### src/rtl/lcd_pkg.sv
// Shared constants for the LCD controllers: command opcodes, SPI word layout
// and refresh-sequencer state encodings.
package lcd_pkg;

    localparam int SPI_DATA_W = 10;
    localparam int SPI_A0_BIT = 8;

    localparam logic [7:0] LCD_CMD_PAGE = 8'hB0;
    localparam logic [7:0] LCD_CMD_COLH = 8'h10;
    localparam logic [7:0] LCD_CMD_COLL = 8'h00;

    localparam logic [3:0] ST_IDLE     = 4'd0;
    localparam logic [3:0] ST_CMD_PAGE = 4'd1;
    localparam logic [3:0] ST_CMD_COLH = 4'd2;
    localparam logic [3:0] ST_CMD_COLL = 4'd3;
    localparam logic [3:0] ST_RD_ADDR  = 4'd4;
    localparam logic [3:0] ST_RD_CAP   = 4'd5;
    localparam logic [3:0] ST_DATA     = 4'd6;
    localparam logic [3:0] ST_GAP      = 4'd7;
    localparam logic [3:0] ST_DONE     = 4'd8;

    function automatic logic [SPI_DATA_W-1:0] spi_word(input logic a0, input logic [7:0] byte_v);
        logic [SPI_DATA_W-1:0] w;
        w = {SPI_DATA_W{1'b0}};
        w[SPI_A0_BIT] = a0;
        w[7:0] = byte_v;
        return w;
    endfunction

endpackage

### src/rtl/lcd_frame_refresh_ctl.sv
// Full-screen refresh sequencer: per page, sends page/column address commands,
// then streams the page's frame-buffer bytes through the SPI write engine.
module lcd_frame_refresh_ctl
    import lcd_pkg::*;
#(
    parameter int PAGES      = 8,
    parameter int COLUMNS    = 128,
    parameter int COL_OFFSET = 0
) (
    input  logic                  CLK,
    input  logic                  RSTn,
    input  logic                  Start_Sig,
    output logic                  Done_Sig,
    output logic                  Busy,
    output logic [9:0]            Ram_Addr,
    input  logic [7:0]            Ram_Data,
    output logic                  SPI_Start_Sig,
    output logic [SPI_DATA_W-1:0] SPI_Data,
    input  logic                  SPI_Done_Sig
);

    localparam logic [2:0] PAGE_LAST = 3'(PAGES - 1);
    localparam logic [6:0] COL_LAST  = 7'(COLUMNS - 1);
    localparam logic [7:0] COL_OFF   = 8'(COL_OFFSET);
    localparam logic [7:0] COLH_BYTE = LCD_CMD_COLH | {4'h0, COL_OFF[7:4]};
    localparam logic [7:0] COLL_BYTE = LCD_CMD_COLL | {4'h0, COL_OFF[3:0]};

    logic [3:0]            state_q, state_d;
    logic [3:0]            next_q, next_d;
    logic [2:0]            page_q, page_d;
    logic [6:0]            col_q, col_d;
    logic                  armed_q, armed_d;
    logic                  done_q, done_d;
    logic                  busy_q, busy_d;
    logic                  start_q, start_d;
    logic [SPI_DATA_W-1:0] data_q, data_d;
    logic [9:0]            addr_q, addr_d;

    // Next-state and output-register computation for the refresh FSM
    always_comb begin
        state_d = state_q;
        next_d  = next_q;
        page_d  = page_q;
        col_d   = col_q;
        armed_d = armed_q;
        done_d  = 1'b0;
        busy_d  = busy_q;
        start_d = start_q;
        data_d  = data_q;
        addr_d  = addr_q;
        case (state_q)
            ST_IDLE: begin
                busy_d = 1'b0;
                // Arming on a sampled low level gives one frame per Start assertion
                if (!Start_Sig) begin
                    armed_d = 1'b1;
                end else if (armed_q) begin
                    busy_d  = 1'b1;
                    page_d  = 3'd0;
                    col_d   = 7'd0;
                    next_d  = ST_CMD_PAGE;
                    state_d = ST_GAP;
                end else begin
                    state_d = ST_IDLE;
                end
            end
            ST_CMD_PAGE, ST_CMD_COLH, ST_CMD_COLL, ST_DATA: begin
                if (!start_q) begin
                    start_d = 1'b1;
                    case (state_q)
                        ST_CMD_PAGE: data_d = spi_word(1'b0, LCD_CMD_PAGE | {5'd0, page_q});
                        ST_CMD_COLH: data_d = spi_word(1'b0, COLH_BYTE);
                        ST_CMD_COLL: data_d = spi_word(1'b0, COLL_BYTE);
                        default:     data_d = data_q;
                    endcase
                end else if (SPI_Done_Sig) begin
                    start_d = 1'b0;
                    state_d = ST_GAP;
                    case (state_q)
                        ST_CMD_PAGE: next_d = ST_CMD_COLH;
                        ST_CMD_COLH: next_d = ST_CMD_COLL;
                        ST_CMD_COLL: next_d = ST_RD_ADDR;
                        default: begin
                            if (col_q < COL_LAST) begin
                                col_d  = col_q + 7'd1;
                                next_d = ST_RD_ADDR;
                            end else if (page_q < PAGE_LAST) begin
                                col_d  = 7'd0;
                                page_d = page_q + 3'd1;
                                next_d = ST_CMD_PAGE;
                            end else begin
                                next_d = ST_DONE;
                            end
                        end
                    endcase
                end else begin
                    start_d = 1'b1;
                end
            end
            ST_GAP: begin
                state_d = next_q;
                // Address goes out on entry to RD_ADDR so RAM data is ready in RD_CAP
                if (next_q == ST_RD_ADDR) begin
                    addr_d = {page_q, col_q};
                end else begin
                    addr_d = addr_q;
                end
            end
            ST_RD_ADDR: state_d = ST_RD_CAP;
            ST_RD_CAP: begin
                data_d  = spi_word(1'b1, Ram_Data);
                state_d = ST_DATA;
            end
            ST_DONE: begin
                done_d  = 1'b1;
                armed_d = 1'b0;
                state_d = ST_IDLE;
            end
            default: begin
                state_d = ST_IDLE;
                start_d = 1'b0;
                busy_d  = 1'b0;
            end
        endcase
    end

    // State, counter and output registers
    always_ff @(posedge CLK or negedge RSTn) begin
        if (!RSTn) begin
            state_q <= ST_IDLE;
            next_q  <= ST_IDLE;
            page_q  <= 3'd0;
            col_q   <= 7'd0;
            armed_q <= 1'b0;
            done_q  <= 1'b0;
            busy_q  <= 1'b0;
            start_q <= 1'b0;
            data_q  <= {SPI_DATA_W{1'b0}};
            addr_q  <= 10'd0;
        end else begin
            state_q <= state_d;
            next_q  <= next_d;
            page_q  <= page_d;
            col_q   <= col_d;
            armed_q <= armed_d;
            done_q  <= done_d;
            busy_q  <= busy_d;
            start_q <= start_d;
            data_q  <= data_d;
            addr_q  <= addr_d;
        end
    end

    assign Done_Sig      = done_q;
    assign Busy          = busy_q;
    assign SPI_Start_Sig = start_q;
    assign SPI_Data      = data_q;
    assign Ram_Addr      = addr_q;

endmodule

### config.mk
export PLATFORM = sky130hd
export DESIGN_NAME = lcd_frame_refresh_ctl
export DESIGN_NICKNAME = d
export VERILOG_FILES = /design/src/rtl/lcd_pkg.sv /design/src/rtl/lcd_frame_refresh_ctl.sv
export SDC_FILE = /design/constraint.sdc
export NUM_CORES = 1
export LEC_CHECK = 0
export CAP_MARGIN = 30
export CORE_MARGIN = 2
export CORE_UTILIZATION = 32
export DETAILED_ROUTE_END_ITERATION = 12
export PLACE_DENSITY = 0.65
export SYNTH_ARGS = -nofsm -noshare
export SYNTH_HDL_FRONTEND = slang
export SYNTH_SLANG_ARGS = --single-unit
### constraint.sdc
create_clock -name CLK -period 2.45 [get_ports CLK]
set_input_delay 0.49 -clock CLK [delete_from_list [all_inputs] [get_ports CLK]]
set_output_delay 0.49 -clock CLK [all_outputs]
set_load 0.01 [all_outputs]
After elaboration in Yosys (flattened, before gate mapping)
Index checks and enable logic that the tools add are counted.
{"block": "totals", "reg_bits": 42, "latch_bits": 0, "mem_bits_rw": 0, "romBits": 0, "in_bits": 12, "wordCells": 90, "mem_count": 0}
{"block": "classes", "addsub": 2, "mul": 0, "div_mod_pow": 0, "magnitude_cmp": 2, "eq_ne": 20, "shift": 0, "n_mux": 41, "bitwise_logic": 0, "n_reduce_logical": 15}
{"op": "$mux W7", "count": 7}
{"op": "$mux W4", "count": 9}
{"op": "$pmux W10 S3", "count": 1}
{"op": "$mux W3", "count": 8}
{"op": "$eq A4 B3 Y1 const B", "count": 5}
{"op": "$pmux W10 S2", "count": 1}
{"op": "$pmux W4 S5", "count": 1}
{"op": "$ne A2 B2 Y1 const B", "count": 9}
{"op": "$pmux W7 S2", "count": 1}
{"op": "$pmux W4 S3", "count": 1}
{"op": "$mux W10", "count": 1}
{"op": "$eq A4 B2 Y1 const B", "count": 2}
{"op": "$pmux W4 S2", "count": 1}
{"op": "$reduce_and A8 Y1", "count": 1}
{"op": "$reduce_or A8 Y1", "count": 1}
{"op": "$add A7 B1 Y7 const B", "count": 1}
{"op": "$lt A7 B7 Y1 const B", "count": 1}
{"op": "$reduce_and A7 Y1", "count": 1}
{"op": "$mux W1", "count": 6}
{"op": "$pmux W1 S2", "count": 3}
{"op": "$pmux W3 S2", "count": 1}
{"op": "$reduce_and A3 Y1", "count": 2}
{"op": "$reduce_bool A2 Y1", "count": 3}
{"op": "$reduce_and A5 Y1", "count": 1}
{"op": "other kinds (11)", "count": 12}

Longest topological paths before layout
{"block": "depth", "depth_word": 7, "depth_mapped": 8, "ltp_nobuf": 6}

Worst setup path before layout
OpenSTA, ideal clock, no wires.
{"block": "synth_timing", "path_type": "register -> register", "start": "reg state_q[0]", "end": "reg col_q[4]", "setup_ps": 92, "arrival_ps": 1909, "required_time_ps": 2358, "setup_slack_ps": 449, "stages_incl_launch_ff": 9, "path_buffers": 4, "synth_period_minus_slack_ps": 2001, "cell_sequence": "dfrtp_1 buf_4 or2_1 buf_6 and2_1 buf_4 or4_4 buf_6 o31ai_2"}
{"block": "synth_between", "elab_chain_cells": 4, "elab_cells_between_ends": 16, "cone_classes": "eq/ne: 10; mux: 1; reduce/logical: 5"}
{"item": "start, declared", "line": "lcd_frame_refresh_ctl.sv:28", "text": "logic [3:0] state_q, state_d;"}
{"item": "start signal, assigned", "line": "lcd_frame_refresh_ctl.sv:141", "text": "state_q <= state_d;"}
{"item": "$eq A4 B1 Y1 (tied with other cells)", "line": "lcd_frame_refresh_ctl.sv:51, lcd_frame_refresh_ctl.sv:79"}
{"item": "$reduce_or A4 Y1 / $reduce_or A3 Y1 (equally long branches)"}
{"item": "$ne A3 B3 Y1 (no line) (tied with other cells)"}
{"item": "$reduce_and A7 Y1 (no line)"}
{"item": "end signal, assigned", "line": "lcd_frame_refresh_ctl.sv:144", "text": "col_q <= col_d;"}
{"item": "end, declared", "line": "lcd_frame_refresh_ctl.sv:31", "text": "logic [6:0] col_q, col_d;"}
Parallel ways exist; a longest one is shown, timed or not.
A chain may end at the register's enable or synchronous reset.

Worst setup path in the final report
{"block": "layout_timing", "start": "reg state_q[0]", "end": "reg page_q[0]"}
{"block": "layout_between", "elab_chain_cells": 4, "elab_cells_between_ends": 17, "cone_classes": "eq/ne: 11; mux: 1; reduce/logical: 5"}
{"item": "$eq A4 B1 Y1 (tied with other cells)", "line": "lcd_frame_refresh_ctl.sv:51, lcd_frame_refresh_ctl.sv:79"}
{"item": "$reduce_or A4 Y1 / $reduce_or A3 Y1 (equally long branches)"}
{"item": "$ne A2 B2 Y1 (no line) / $reduce_bool A2 Y1 (equally long branches)"}
{"item": "$reduce_and A8 Y1 (no line)"}
{"item": "end signal, assigned", "line": "lcd_frame_refresh_ctl.sv:143", "text": "page_q <= page_d;"}
{"item": "end, declared", "line": "lcd_frame_refresh_ctl.sv:30", "text": "logic [2:0] page_q, page_d;"}
Parallel ways exist; a longest one is shown, timed or not.

==> reports/metrics.cfg <==
[outcome]
status = complete, no violations

[global_route]
antenna_found_initial = 0
grt_max_degree = 28
grt_pass1_wl_um = 7670
grt_usage_pct = 13.2
grt_pass1_vias = 1600
overflow = 0

[routing]
firstDrtPassIters = 4
drt_iter0_drc = 138
drt_wl_total_um = 4580
drtAntennaViolNets = 0
drc_errors = 0
wl_per_cell_um = 14.8
vias_per_cell = 5.27
dr_total_vias = 1635

[clocking]
cts_tree = done
clk_pin_slew_ns = 0.09
cts_max_path_buffers = 2
cts_setup_buffers = 0
cts_num_sinks = 41
htree_levels = 2
clock_latency_ns = 0.30
cts-resized-gates = 0
cts_root_buf = clkbuf_8
cts_hold_buf = 0
cts_buffers = 5

[yosys]
yosysWarnings = 0
ys_types = 45
synth_ff_type = dfrtp_1
syn_inst = 191
yosys.area.top_type = dfrtp_1
syn_area_per_cell_um2 = 10.8
async_reset_ff_share_pct = 100
ys_ff_latch = 41
ys_top_cells_by_area = dfrtp_1 (50%), mux2_2 (6.5%), o21ai_0 (3.4%)
syn-num-nets = 205
netlist.area_leader.share_pct = 49.5
synth-seq-area-share_pct = 49.5
synth-edff-count = 0
syn_area_um2 = 2070

[cells_and_area]
finish.utilization_pct = 42.0
final_cell_mix = dfrtp_1 (41), clkdlybuf4s50_1 (32), nand2_1 (16), o21ai_0 (14), buf_4 (13)
diodes = 0
layout-drive-gt1-share_pct = 18.5
layout_commonest_cell = dfrtp_1
area_delta_synth_final_pct = 27.9
nNetsFinal = 246

[pwr]
pwr-share-seq_pct = 32.9
power.leakage_nw = 1.19
vdd_drop_max_mv = 0.497
pwr-share-comb_pct = 44.7
power_switching_mw = 1.06
power-per-cell-area_nw_per_um2 = 1120
power.share.clock_pct = 22.4
power.share.switching_pct = 35.8
internal_power_mw = 1.90

[floorplan]
start_util_pct = 32.8
die_y_um = 84.4
die_area_um2 = 7130
die_x_um = 84.4
rows = 29
core-area_um2 = 6310
io_pins = 35

[placement]
io_buffers = 33
place_congestion = 0.810
place_hpwl_um = 3280

[worst_setup_path]
path_cells = or2_1 -> and2_1 -> nor3_1 -> o21bai_1 -> mux2_2
critical_path_required_ns = 2.64
cpMaxStageDelayCell = dfrtp_1
worstPathMaxFanout = 10
end_kind = flop
max_stage_delay_ns = 0.51
cp-start-kind = flop
cp.arrival_ns = 2.30
rrSetupSlack_ns = 0.34
worst-setup-path-type = flop to flop

[timing]
clock_skew_ns = 0.00769
holdWs_ns = 0.190
slew_violations = 0
fin_setup_tns_ns = 0
worst-slew-pin-transition_ns = 0.604
fmax_mhz = 475
max-slew-margin-rel_pct = 59.5
setup_viol = 0
period_needed_ns = 2.11
rsz0062_at_grt = no
period_share_pct = 86.0
hold_viol_final = 0

[min_path]
hold_path.class = primary input to asynchronous set/reset pin

[job]
drv_cap = 0

==> Yosys cell counts, drive strengths merged, types with 2 or more instances <==
cell type,instances
o31ai,9
nand2b,3
o21ai,14
a222oi,3
nor3,4
ha,2
inv,7
buf,9
and2,5
clkbuf,3
dfrtp,41
o41ai,7
and3,7
mux2,12
a21oi,3
nand2,16
nor2,7
a21o,4
a221o,2
a22o,3
nand3,10
or2,2
a211oi,2
==> logic make-up (layout without fill, tap and decap cells) <==
family / Yosys count / after routing / share of synthesized area [%]
XOR/XNOR: 1 / 1 / 0.423
flip-flops: 41 / 41 / 49.5
other: 1 / 1 / 0.181
adder cells (fa/ha/maj): 2 / 2 / 1.21
multiplexers: 13 / 13 / 7.01
AND/OR/NAND/NOR: 59 / 59 / 15.1
buffers and inverters: 19 / 61 / 5.08
AO/OA/AOI/OAI: 55 / 55 / 21.5
==> cell type report <==
class,count,area (µm²)
tap,77,96.3
timing repair buffer,46,423
multi-input combinational,131,940
clock inverter,3,68.8
sequential,41,1030
clock buffer,5,68.8
fill,617,3660
inverter,7,26.3
==> flip-flops by register name, summed over array words and instances (netlist names) <==
signal,flops
Busy,1
Done_Sig,1
Ram_Addr,10
SPI_Data,9
SPI_Start_Sig,1
armed_q,1
col_q,7
next_q,4
page_q,3
state_q,4
==> power by group through the flow <==
| stage | Clock (mW) | Combinational, mW | Sequential, mW |
|---|---|---|---|
| 2_1_floorplan | 0 | 0.872 | 0.976 |
| 3_3_place_gp | 0 | 1.32 | 0.977 |
| 3_5_place_dp | 0 | 1.34 | 0.984 |
| 4_1_cts | 0.680 | 1.34 | 0.971 |
| 5_1_grt | 0.706 | 1.47 | 0.998 |
| 6_report | 0.663 | 1.32 | 0.972 |
==> per-stage QoR <==
stage / power (mW) / cell area, µm² / setup slack (ns) / cells
detailed placement: 2.33 / 2510 / 0.141 / 302
CTS: 2.99 / 2650 / 0.350 / 310
global route: 3.17 / 2650 / 0.184 / 310
finish: 2.95 / 2650 / 0.343 / 310
floorplan: 1.85 / 2070 / 0.449 / 191
global placement: 2.29 / 2510 / 0.182 / 302
==> worst paths after layout <==
kind                             start          end  cells past startpoint
max in group asynchronous         RSTn    page_q[0]                      2
min reg2reg                SPI_Data[8]  SPI_Data[8]                      1
min in group CLK           SPI_Data[8]  SPI_Data[8]                      1
max reg2reg                 state_q[0]    page_q[0]                      5
max                         state_q[0]    page_q[0]                      5
min                               RSTn     col_q[4]                      1
==> critical path: cells and delay by family (launching register included) <==
family	cells	cell delay [ns]
flip-flops	1	0.51
multiplexers	1	0.28
AND/OR/NAND/NOR	3	1.08
AO/OA/AOI/OAI	1	0.14
==> routing by layer <==
metal | global-route usage [%] | routed length (µm) | share of wire, %
met1 | 18.9 | 2190 | 48
met2 | 20.1 | 2120 | 46
met3 | 3.05 | 232 | 5.1
met4 | 3.90 | 48 | 1.0
met5 | 0 | 0 | 0
No activity file was read; power rests on OpenSTA's default activity.
